## src/rtl/pwm_generator.sv

```systemverilog
// rtl/pwm_generator.sv - 16-pin output driver with shared double-buffered 8-bit PWM
//
// Ports:
//   clk, rst                           clock and asynchronous active-high reset
//   en_reg_out_7_0 / en_reg_out_15_8   per-pin output enable (pin forced low when 0)
//   en_reg_pwm_7_0 / en_reg_pwm_15_8   per-pin mode (0 = forced high, 1 = PWM waveform)
//   pwm_duty_cycle                     requested duty in 1/256 units, 8'hFF means 100%
//   out                                registered pin drive, out[i] is pin i
//   pwm_period_start                   one-clk pulse on the edge that starts a period
//   pwm_level                          registered raw PWM waveform

module pwm_generator #(
    parameter int DIV       = 13,
    parameter int DIV_WIDTH = 12
) (
    input  logic        clk,
    input  logic        rst,
    input  logic [7:0]  en_reg_out_7_0,
    input  logic [7:0]  en_reg_out_15_8,
    input  logic [7:0]  en_reg_pwm_7_0,
    input  logic [7:0]  en_reg_pwm_15_8,
    input  logic [7:0]  pwm_duty_cycle,
    output logic [15:0] out,
    output logic        pwm_period_start,
    output logic        pwm_level
);

    // The prescaler wraps at DIV-1 rather than at its natural width.
    localparam logic [DIV_WIDTH-1:0] PRESC_LAST = DIV_WIDTH'(DIV - 1);

    logic [DIV_WIDTH-1:0] presc;
    logic [7:0]           cnt;
    logic [7:0]           duty_active;

    logic        tick;
    logic        boundary;
    logic        raw;
    logic [15:0] en_out;
    logic [15:0] en_pwm;
    logic [15:0] next_out;

    assign tick     = (presc == PRESC_LAST);
    assign boundary = tick && (cnt == 8'hFF);

    // Full scale is treated as constant high so 8'hFF never leaves a one-tick low gap.
    assign raw = (duty_active == 8'hFF) ? 1'b1 : (cnt < duty_active);

    assign en_out = {en_reg_out_15_8, en_reg_out_7_0};
    assign en_pwm = {en_reg_pwm_15_8, en_reg_pwm_7_0};

    // Enable wins over mode; a non-PWM enabled pin is driven high.
    assign next_out = en_out & (~en_pwm | {16{raw}});

    always_ff @(posedge clk or posedge rst) begin
        if (rst) begin
            presc            <= '0;
            cnt              <= 8'h00;
            duty_active      <= 8'h00;
            out              <= 16'h0000;
            pwm_period_start <= 1'b0;
            pwm_level        <= 1'b0;
        end else begin
            presc <= tick ? '0 : presc + DIV_WIDTH'(1);
            if (tick) begin
                cnt <= cnt + 8'd1;
            end
            // Duty is only sampled at the wrap so a period never sees a mid-period change.
            if (boundary) begin
                duty_active <= pwm_duty_cycle;
            end
            pwm_period_start <= boundary;
            pwm_level        <= raw;
            out              <= next_out;
        end
    end

endmodule

```

## config.mk

```make
export PLATFORM = sky130hd
export DESIGN_NAME = pwm_generator
export DESIGN_NICKNAME = d
export VERILOG_FILES = /design/src/rtl/pwm_generator.sv
export SDC_FILE = /design/constraint.sdc
export NUM_CORES = 1
export LEC_CHECK = 0
export ABC_AREA = 1
export ABC_CLOCK_PERIOD_IN_PS = 4200
export BUFFER_PORTS_ARGS = -buffer_cell sky130_fd_sc_hd__buf_2
export CAP_MARGIN = 15
export CORE_UTILIZATION = 50
export DETAILED_ROUTE_END_ITERATION = 6
export PLACE_DENSITY = 0.76
export SLEW_MARGIN = 20
export SYNTH_ARGS = -nofsm -noshare
export SYNTH_HDL_FRONTEND = slang
export SYNTH_SLANG_ARGS = --single-unit
```

## constraint.sdc

```tcl
create_clock -name clk -period 4.2 [get_ports clk]
set_clock_uncertainty 0.05 [all_clocks]
set_input_delay 0.21 -clock clk [delete_from_list [all_inputs] [get_ports clk]]
set_output_delay 0.21 -clock clk [all_outputs]
set_load 0.02 [all_outputs]
```

After elaboration in Yosys (flattened, before gate mapping)
Index checks and enable logic that the tools add are counted.

Register bits: 46. Output and inout bits: 18. Logic and storage cells: 18.

$add $sub $neg: 2. Order comparisons: 1. Equal/unequal tests: 3. Multiplexer cells: 2. Bitwise logic cells: 3. Reductions and logical operators: 1.

Operators with widths (number): bitwise AND 16 bit (1); equality test 8 bit, second input constant (2); inverter 16 bit (1); OR 16 bit (1); adder 12 x 1 -> 12 bit, second input constant (1); equality test 12 x 4 -> 1 bit, second input constant (1); two-way mux 12 bit (1); adder 8 x 1 -> 8 bit, second input constant (1); less-than comparator 8 bit (1); logical AND 1 bit (1); two-way mux 1 bit (1).

Longest topological paths before layout
Depth in word-level cells: 4. Gate-level depth with buffers: 12.

Worst setup path after synthesis
No wires, ideal clock.

Kind: reg2reg. Start: register cnt[5]. End: register out[10]. Setup time: 0.063 ns. Arrival time: 1.481 ns. Data required time: 4.087 ns. Slack: 2.606 ns. Cell stages (with the launch flop): 10. Buffers on the path: 1. Period minus slack after synthesis: 1.594 ns. Cells stage by stage: dfrtp_1 ha_1 a21oi_1 nor2_1 nor3_1 nand2_2 buf_4 nand3_1 nand2_1 inv_1.

Longest elaborated chain between the ends: 4.

Ends and longest elaborated chain: start: declaration (RTL line 32) `logic [7:0] cnt;`; start signal: assignment (RTL line 65) `cnt <= cnt + 8'd1;`; less-than comparator 8 bit (RTL line 46) `assign raw = (duty_active == 8'hFF) ? 1'b1 : (cnt < duty_active);`; two-way mux 1 bit (RTL line 46); OR 16 bit (RTL line 52) `assign next_out = en_out & (~en_pwm | {16{raw}});`; bitwise AND 16 bit (RTL line 52); via next_out[10] (RTL line 40) `logic [15:0] next_out;`; end signal: assignment (RTL line 73) `out <= next_out;`; end: declaration (RTL line 23) `output logic [15:0] out,`.

The timed path passes the listed nets, and every way through them passes these cells. A chain may end at the register's enable or synchronous reset.

Worst setup path in the final report
Start: register presc[0]. End: register duty_active[4].

Longest elaborated chain between the ends: 2.

Ends and longest elaborated chain: start: declaration (RTL line 31) `logic [DIV_WIDTH-1:0] presc;`; start signal: assignment (RTL line 63) `presc <= tick ? '0 : presc + DIV_WIDTH'(1);`; equality test 12 x 4 -> 1 bit (RTL line 42) `assign tick = (presc == PRESC_LAST);`; logical AND 1 bit (RTL line 43) `assign boundary = tick && (cnt == 8'hFF);`; end signal: assignment (RTL line 69) `duty_active <= pwm_duty_cycle;`; end: declaration (RTL line 33) `logic [7:0] duty_active;`.

No other way between the ends.

==> flow_metrics.tcl <==
set metrics [dict create \
    setup_slack_ns 2.10 \
    synth_top_family_by_area "simple AND/OR/NAND/NOR gates" \
    place_ws_ns 2.08 \
    rsz0062_at_grt "false" \
    switching_share_pct 24.1 \
    seq_area_frac_synth_pct 50.7 \
    r2r_end "duty_active[4]$_DFFE_PP0P_" \
    power_mw 0.776 \
    numPortBuffers 59 \
    fmax_mhz 477 \
    dpl.hpwl_um 3310 \
    cts-buffers-inserted 5 \
    die_w_um 69.4 \
    ctsHoldBuffers 0 \
    seqCellArea_sq_um 1150 \
    max_cap_viol_count 0 \
    internal_power_mw 0.589 \
    dr.max_layer_used "met4" \
    yosys.area.top_type "dfrtp_1" \
    relSlewSlack_pct 37.5 \
    min_path_type "in -> reg" \
    nets 388 \
    path_class "reg -> reg" \
    clkTransAtPathRegs_ns 0.09 \
    timing.rr.start "presc[0]$_DFF_PP0_" \
    cp-start-kind "flop" \
    final_antenna_net_count 0 \
    grt_max_degree 47 \
    synth_area_leaders "dfrtp_1, nand2_1, inv_1" \
    drc 0 \
    fin_crit_ns 2.10 \
    dr_wl_met3_um 144 \
    synth_compound_area_share_pct 1.54 \
    wl_met2_um 2240 \
    fp.dieH_um 69.4 \
    drive_gt1_share_pct 21.4 \
    post_cts_resize_count 0 \
    clockPowerShare_pct 35.0 \
    tightest_slew_ns 0.937 \
    wl_met1_um 1970 \
    cts_tree "built" \
    ys_ff_latch 46 \
    syn_avg_cell_area_sq_um 8.29 \
    power_frac_seq_pct 58.2 \
    dieArea_sq_um 4820 \
    place_congestion 0.802 \
    cts_buffer_depth 2 \
    viasPerCell 4.74 \
    p_sw_mw 0.187 \
    muxShareOfSynthArea_pct 0 \
    min_from "en_reg_out_7_0[1]" \
    place_area_sq_um 2610 \
    gr-total-overflow 0 \
    diodes 0 \
    combPwrFrac_pct 6.8 \
    drv_slew 0 \
    end_kind "flop" \
    r2r_cells 7 \
    netlist_instances 274 \
    vias 1843 \
    ioPinCount 60 \
    yosys.area.top_type_share_pct 50.7 \
    htreeDepth 2 \
    yosysUniqueCellTypes 20 \
    core_area_sq_um 4350 \
    start_util_pct 52.2 \
    synth_area_sq_um 2270 \
    synth-xor-area-share_pct 4.63 \
    antenna_found_initial 0 \
    cp-endpoint "duty_active[4]$_DFFE_PP0P_" \
    finalHoldViolations 0 \
    clkSinkCount 46 \
    p_per_area_nw_per_um2 288 \
    synth_fa_ha_area_share_pct 5.51 \
    reg2reg_slack_ns 2.10 \
    cts_root_buf "clkbuf_8" \
    ir_drop_mv 0.199 \
    synthToLayoutAreaGrowth_pct 18.6 \
    fin_crit_sh_pct 49.9 \
    gr-usage-all-layers_pct 19.8 \
    grt_pass1_vias 1732 \
    insertion_delay_ns 0.30 \
    setup_viol 0 \
    wl_per_cell_um 11.3 \
    cp.required_ns 4.35 \
    timing.critical_path.from "presc[0]$_DFF_PP0_" \
    worstPathMaxFanout 23 \
    totalWireLength_um 4410 \
    rows 24 \
    final_area_sq_um 2700 \
    leakage_nw 1.55 \
    yosysWarningCount 0 \
    post_cts_buffers 0 \
    yosys.area_share.simple_pct 26.9 \
    firstDrtPassIters 4 \
    syn_nets 326 \
    worstPathArrival_ns 2.25 \
    status "finished clean" \
    grt_pass1_wl_um 7500 \
    drt_iter0_drc 74 \
    multi_input_area_sq_um 876 \
    fillCellCount 402 \
    setup_tns_ns 0 \
]
-- cells by family after synthesis --
kind of cell    count (synthesis)
compound gates                  7
xor+xnor                       12
fa+ha+maj                      10
buf+inv                        62
flops                          46
simple gates                  137
-- placed cells by master, fill, tap and decap left out, drive strengths merged --
cell and n:
nor2 15, a21oi 2, o21ai 5, nor3 8, dfrtp 46, xnor2 1
nand2 74, buf 59, xor2 11, nand4 7, ha 10, inv 57
nand3 31, nor3b 2, clkbuf 5, clkinvlp 1, clkinv 3
-- stage by stage --
stage | std cells | hold WS, ns | utilization, %
after floorplan | 274 | 0.264 | -
after global placement | 381 | 0.349 | 59.8
after detailed placement | 381 | 0.352 | 59.8
after CTS | 389 | 0.0317 | 61.9
after global routing | 389 | 0.0304 | 61.9
final | 389 | 0.0353 | 61.9
-- state kept, by name (all words and copies together) (netlist names) --
register          cells
cnt                   8
duty_active           8
out                  16
presc                12
pwm_level             1
pwm_period_start      1
-- worst max-delay path, stage by stage, from the launching register on --
cell	delay, ns
dfrtp_1	0.42
inv_1	0.07
ha_1	0.16
nand2_1	0.09
nor3_4	0.66
nand2_1	0.36
nand2_1	0.15
nand2_1	0.06
-- power groups by stage --
stage	logic (mW)	clock network, mW	registers [mW]
after floorplan	0.0122	0	0.472
after global placement	0.0526	0	0.460
after detailed placement	0.0535	0	0.461
after CTS	0.0536	0.279	0.452
after global routing	0.0577	0.297	0.453
final	0.0525	0.272	0.452
-- cell type report --
| class | count | share of cell area [%] |
|---|---|---|
| clock inverters | 3 | 0.789 |
| repair buffers | 59 | 11.0 |
| inverters | 58 | 8.08 |
| well taps | 52 | 2.41 |
| clock buffers | 5 | 2.55 |
| flip-flops and latches | 46 | 42.7 |
| multi-input cells | 166 | 32.5 |
-- how the worst min path moves through the flow --
stage | end | depth (start not counted)
5_1_grt | out[14]$_DFF_PP0_ | 3
4_1_cts | out[1]$_DFF_PP0_ | 3
2_1_floorplan | out[0]$_DFF_PP0_ | 2
6_report | out[1]$_DFF_PP0_ | 3
3_3_place_gp | out[11]$_DFF_PP0_ | 3
3_5_place_dp | out[1]$_DFF_PP0_ | 3
-- metal layers --
layer	global-route usage, %	vias to the layer above
li1	-	963
met1	23.3	848
met2	35.3	27
met3	5.23	5
met4	5.44	0
met5	0	-
-- Yosys cell counts --
cell type  count
nand2_1       73
inv_1         57
dfrtp_1       46
nand3_1       31
nor2_1        14
xor2_1        11
ha_1          10
nor3_1         7
nand4_1        6
o21ai_0        5
buf_4          3
a21oi_1        2
nor3b_1        2
buf_2          1
clkinv_1       1
nand2_2        1
nand4_2        1
nor2_2         1
nor3_4         1
xnor2_1        1
(Power assumes the default switching activity.)
